File: src/rtl/reg_bank_wb_scheduler.sv
// ---------------------------------------------------------------------------
// reg_bank_wb_scheduler
// Shares the single write port of the register bank (Rw/WE_Reg/dIN) between
// two writeback requesters: req0 (ALU result) and req1 (load data). The two
// are arbitrated round-robin, and the winning write is registered one cycle
// before it reaches the bank. A pending-write scoreboard lets decode stall
// reads of registers whose producer has not yet written back.
//
// Ports
//   clk, rst                       clock, synchronous active-high reset
//   req0_valid/addr/data, ready    ALU writeback handshake (ready is comb)
//   req1_valid/addr/data, ready    load writeback handshake (ready is comb)
//   iss_valid, iss_rd              issued instruction with a destination
//   rd_a, rd_b                     decode read addresses
//   stall_a, stall_b               read address has an outstanding write
//   wb_we, wb_rw, wb_din           registered bank write port
//   busy                           any write outstanding
// ---------------------------------------------------------------------------
module reg_bank_wb_scheduler #(
    parameter int unsigned DATA_W = 64,
    parameter int unsigned ADDR_W = 5,
    parameter int unsigned NREG   = 32
) (
    input  logic              clk,
    input  logic              rst,
    input  logic              req0_valid,
    input  logic [ADDR_W-1:0] req0_addr,
    input  logic [DATA_W-1:0] req0_data,
    output logic              req0_ready,
    input  logic              req1_valid,
    input  logic [ADDR_W-1:0] req1_addr,
    input  logic [DATA_W-1:0] req1_data,
    output logic              req1_ready,
    input  logic              iss_valid,
    input  logic [ADDR_W-1:0] iss_rd,
    input  logic [ADDR_W-1:0] rd_a,
    input  logic [ADDR_W-1:0] rd_b,
    output logic              stall_a,
    output logic              stall_b,
    output logic              wb_we,
    output logic [ADDR_W-1:0] wb_rw,
    output logic [DATA_W-1:0] wb_din,
    output logic              busy
);

    logic              r_rr_ptr;
    logic [NREG-1:0]   r_pending;
    logic              r_wb_we;
    logic [ADDR_W-1:0] r_wb_rw;
    logic [DATA_W-1:0] r_wb_din;

    logic              w_grant0;
    logic              w_grant1;
    logic              w_acc;
    logic [ADDR_W-1:0] w_acc_addr;
    logic [DATA_W-1:0] w_acc_data;
    logic [NREG-1:0]   w_pending_nxt;

    // Round-robin grant: a lone requester always wins, a tie goes to rr_ptr.
    always_comb begin
        w_grant0   = 1'b0;
        w_grant1   = 1'b0;
        if (!rst) begin
            w_grant0 = req0_valid && (!req1_valid || !r_rr_ptr);
            w_grant1 = req1_valid && (!req0_valid ||  r_rr_ptr);
        end
        w_acc      = w_grant0 || w_grant1;
        w_acc_addr = w_grant1 ? req1_addr : req0_addr;
        w_acc_data = w_grant1 ? req1_data : req0_data;
    end

    // Scoreboard update: clear on accept, then set on issue so a new
    // producer of the same register stays outstanding. Register 0 never pends.
    always_comb begin
        w_pending_nxt = r_pending;
        if (w_acc) begin
            w_pending_nxt[w_acc_addr] = 1'b0;
        end
        if (iss_valid && (iss_rd != '0)) begin
            w_pending_nxt[iss_rd] = 1'b1;
        end
        w_pending_nxt[0] = 1'b0;
    end

    // Write-port staging, arbitration pointer and scoreboard state.
    always_ff @(posedge clk) begin
        if (rst) begin
            r_rr_ptr  <= 1'b0;
            r_pending <= '0;
            r_wb_we   <= 1'b0;
            r_wb_rw   <= '0;
            r_wb_din  <= '0;
        end else begin
            r_pending <= w_pending_nxt;
            // Writes to register 0 complete the handshake but never reach the bank.
            r_wb_we   <= w_acc && (w_acc_addr != '0);
            if (w_acc) begin
                r_wb_rw  <= w_acc_addr;
                r_wb_din <= w_acc_data;
                // Favour whichever requester lost (or did not ask) this time.
                r_rr_ptr <= w_grant0;
            end
        end
    end

    assign req0_ready = w_grant0;
    assign req1_ready = w_grant1;
    assign stall_a    = r_pending[rd_a];
    assign stall_b    = r_pending[rd_b];
    assign busy       = |r_pending[NREG-1:1];
    assign wb_we      = r_wb_we;
    assign wb_rw      = r_wb_rw;
    assign wb_din     = r_wb_din;

endmodule

File: config.mk
export PLATFORM = sky130hd
export DESIGN_NAME = reg_bank_wb_scheduler
export DESIGN_NICKNAME = d
export VERILOG_FILES = /design/src/rtl/reg_bank_wb_scheduler.sv
export SDC_FILE = /design/constraint.sdc
export NUM_CORES = 1
export LEC_CHECK = 0
export ABC_CLOCK_PERIOD_IN_PS = 2500
export BUFFER_PORTS_ARGS = -buffer_cell sky130_fd_sc_hd__clkbuf_2
export CAP_MARGIN = 25
export CORE_AREA = 2 2 112 114
export DETAILED_ROUTE_END_ITERATION = 16
export DIE_AREA = 0 0 114 116
export GPL_TIMING_DRIVEN = 0
export HOLD_SLACK_MARGIN = 0.1
export PLACE_DENSITY = 0.87
export SYNTH_ARGS = -nofsm -noshare
export SYNTH_HDL_FRONTEND = slang
export SYNTH_SLANG_ARGS = --single-unit
File: constraint.sdc
create_clock -name clk -period 2.5 [get_ports clk]
set_input_delay 0.5 -clock clk [delete_from_list [all_inputs] [get_ports clk]]
set_output_delay 0.5 -clock clk [all_outputs]
set_load 0.01 [all_outputs]
* Word-level counts from Yosys, hierarchy flattened
Cells that the tools add are included.
** Word-level totals
- Register bits :: 103
- Input bits :: 158
- Output and inout bits :: 75
- Logic and storage cells :: 44
** Cells by class
- Magnitude comparators :: 6
- Muxes and demuxes :: 14
- Bitwise gates (word level) :: 3
- Reductions and logical operators :: 15
** Operators with widths (number)
- 32-bit two-way mux :: 2
- 64-bit two-way mux :: 1
- 32-bit AND :: 1
- 32-bit inverter :: 1
- 32-bit OR :: 1
- 31-bit OR reduction :: 1
- 5-bit by 6-bit < comparator with 1-bit output (second input constant) :: 4
- 1-bit binary-select mux with 5-bit select :: 2
- 1-bit demux with 5-bit select :: 2
- 5-bit by 1-bit greater-or-equal comparator with 1-bit output (second input constant) :: 2
- 5-bit nonzero test :: 2
- 1-bit logical AND :: 6
- 1-bit two-way mux :: 6
- 5-bit two-way mux :: 1
- 1-bit zero test :: 3
- 1-bit logical OR :: 3

* Longest topological paths before layout
- Depth in word-level cells :: 14
- Depth in mapped cells :: 8
- Mapped depth without buffers :: 5

* Worst setup path after synthesis
OpenSTA, ideal clock, no wires.
- Path kind :: input -> output
- Start point :: input rd_a[1]
- End point :: output stall_a
- Arrival :: 1.841 ns
- Required time :: 2.000 ns
- Slack :: 0.159 ns
- Stages :: 5
- Path buffers :: 1
- Path through :: buf_6 mux4_1 nand4_1 nand4_1 or4_1
** On the way
- Cells in the longest elaborated chain, start to end :: 2
** Ends and longest elaborated chain
- start, declared :: RTL line 36 : input logic [ADDR_W-1:0] rd_a,
- 1-bit binary-select mux with 5-bit select :: RTL line 108 : assign stall_a = r_pending[rd_a];
- 1-bit two-way mux (not written as such) :: RTL line 108
- end, declared :: RTL line 38 : output logic stall_a,
No other way between the ends. The select of a mux whose other input is x is not followed.

* Final worst setup path
- Start point :: register r_pending[20]
- End point :: output stall_b
** On the way
- Cells in the longest elaborated chain, start to end :: 2
** Ends and longest elaborated chain
- start, declared :: RTL line 47 : logic [NREG-1:0] r_pending;
- start signal, assigned :: RTL line 94 : r_pending <= w_pending_nxt;
- 1-bit binary-select mux with 5-bit select :: RTL line 109 : assign stall_b = r_pending[rd_b];
- 1-bit two-way mux (not written as such) :: RTL line 109
- end, declared :: RTL line 39 : output logic stall_b,
No other way between the ends. The select of a mux whose other input is x is not followed.

==> results.cfg <==
[floorplan]
core-area_mm2 = 0.0119
io_pins = 233
dieArea_mm2 = 0.0132
row_count = 40
die_w_um = 114
initial_core_util_pct = 44.5
die_h_um = 116

[sta]
period_minus_slack_ns = 2.50
finalSetupViolCount = 1
fin_crit_sh_pct = 100
rsz0062_at_grt = yes
slew_violations = 0
finalHoldViolCount = 0
setup_slack_ns = -0.00213
clock_skew_ns = 0.00441
max_freq_mhz = 400
relSlewSlack_pct = 40.7
hold_ws_ns = 0.385
worst_pin_slew_ns = 0.890

[synth]
ys_top_cells_by_area = dfxtp_1, a311oi_1, nand2_1
syn-cell-area_mm2 = 0.00530
synth_commonest_cells = nand2_1, dfxtp_1, a311oi_1, nor2_1, clkbuf_1
yosysUniqueCellTypes = 41
synth_nets = 806
seq_area_frac_synth_pct = 38.5
synth_edf_count = 0
synth_top_area_cell = dfxtp_1
syn_inst = 648
ys_warn_count = 0
ys.flop_type = dfxtp_1
yosys.area.top_type_share_pct = 38.5
ys_seq_elements = 102
synth_most_common_cell = nand2_1
async_reset_ff_share_pct = 0
synth_area_per_cell_um2 = 8.18

[clock_network]
postCtsHoldBufs = 0
insertion_delay_ns = 0.35
cts_buffer_depth = 2
cts_tree = built
cts_max_level = 3
root_buffer = clkbuf_16
cts_num_sinks = 102
clk_pin_slew_ns = 0.07
cts_buffers = 9

[place]
post-place-ws_ns = -0.0252
gp_congestion = 0.923
port_buffers = 226
dpl.hpwl_um = 14400

[route]
drtAntennaViolNets = 0
dr_total_vias = 6082
dr.first_iter.drc_count = 384
wirelength_um = 18900
viasPerCell = 5.86
drc_errors = 0
firstDrtPassIters = 6
routedWlPerCell_um = 18.3

[status]
violations = negative setup slack
status = complete, but fails checks

[grt]
grt_pass1_vias = 5765
grt_max_degree = 18
grt_antenna_before_repair = 0
grt_overflow = 0
grt_pass1_wl_um = 28900
track_usage_pct = 28.0

[final_layout]
layout-drive-gt1-share_pct = 31.5
area_growth_pct = 30.4
num-fill-cells = 1112
regArea_mm2 = 0.00205
antenna_cells = 0
multiInputGateArea_mm2 = 0.00295
nets = 1043

[pwr]
p_leak_nw = 2.97
power_w = 0.00397
pwr_density_cell_mw_per_mm2 = 575
ir_drop_mv = 0.330

[critical_path]
crit_path_max_fanout = 4
cp_data_required_time_ns = 2.00
critPathKind = flip-flop to output pin
crit_arrival_ns = 2.00
worstSetupStartpointType = flip-flop
worstSetupEndpointType = output pin

[hold_path]
hp-class = input port to flip-flop

[job]
drv_cap = 0
[worst max-delay path, cell delays in order (launching register included)]
cell	delay, ns
dfxtp_1	0.36
mux4_2	0.46
and4b_1	0.20
or4_1	0.49
clkbuf_2	0.14
[flip-flops by register name, summed over array words and instances (netlist names)]
register   flops
wb_we          1
r_pending     31
wb_din        64
r_rr_ptr       1
wb_rw          5
[stage by stage]
stage / area (µm²) / util [%] / setup TNS, ns / instances
floorplan: 5300 / - / 0 / 648
global placement: 6610 / 55.5 / -0.00929 / 1021
detailed placement: 6610 / 55.5 / -0.0413 / 1021
CTS: 6900 / 58.0 / 0 / 1037
global route: 6910 / 58.0 / -0.133 / 1037
finish: 6910 / 58.0 / -0.00213 / 1037
[power by group]
group | internal [W] | switching, W
Sequential | 0.00172 | 0.0000575
Combinational | 0.000315 | 0.000449
Clock | 0.000784 | 0.000646
Total | 0.00282 | 0.00115
[cells by family (layout without fill, tap and decap cells)]
logic type / count (synthesis) / after routing / synth area share [%]
AOI/OAI and AO/OA: 158 / 158 / 23.2
buffers and inverters: 62 / 304 / 5.55
DFF: 102 / 102 / 38.5
muxes: 16 / 16 / 7.23
and+or+nand+nor: 310 / 310 / 25.5
[cell usage in the layout (no fill, tap or decap), drive strengths merged, types with 3 or more instances in the layout]
cell type	instances
nand4	7
nand4b	6
mux4	14
dfxtp	102
nor3	4
nand2b	5
or4	5
inv	4
a211oi	4
a311oi	99
nor2	80
o21ai	6
clkinv	3
a21oi	37
a2bb2oi	4
nor4	7
clkbuf	280
nand2	171
buf	15
nor2b	12
[metal layers]
layer / up-vias / track usage [%] / part of all wire, %
li1: 2875 / - / -
met1: 2816 / 32.5 / 36
met2: 326 / 48.1 / 50
met3: 65 / 6.96 / 9.1
met4: 0 / 14.6 / 4.3
met5: - / 0 / 0
[final cells by class]
| cell class | instances | share of cell area (%) |
|---|---|---|
| plain buffers | 59 | 4.09 |
| flip-flops and latches | 102 | 29.7 |
| well taps | 147 | 2.66 |
| clock buffers | 10 | 3.31 |
| clock inverters | 6 | 0.996 |
| inverters | 3 | 0.181 |
| multi-input cells | 484 | 42.7 |
| repair buffers | 226 | 16.4 |
[timing repair]
action	in CTS	in global routing
resized for setup	10	4
setup buffers	0	0
setup endpoints to repair	3	2
[final timing paths]
check | end | start | slack [ns] | cells past startpoint
max | stall_b | r_pending[20] | -0.002 | 4
min | wb_din[28] | req1_data[28] | 0.38 | 3
max reg2reg | r_pending[26] | r_rr_ptr | 0.47 | 5
min reg2reg | wb_din[12] | wb_din[12] | 0.50 | 2
Power figures use the tool's default switching activity.
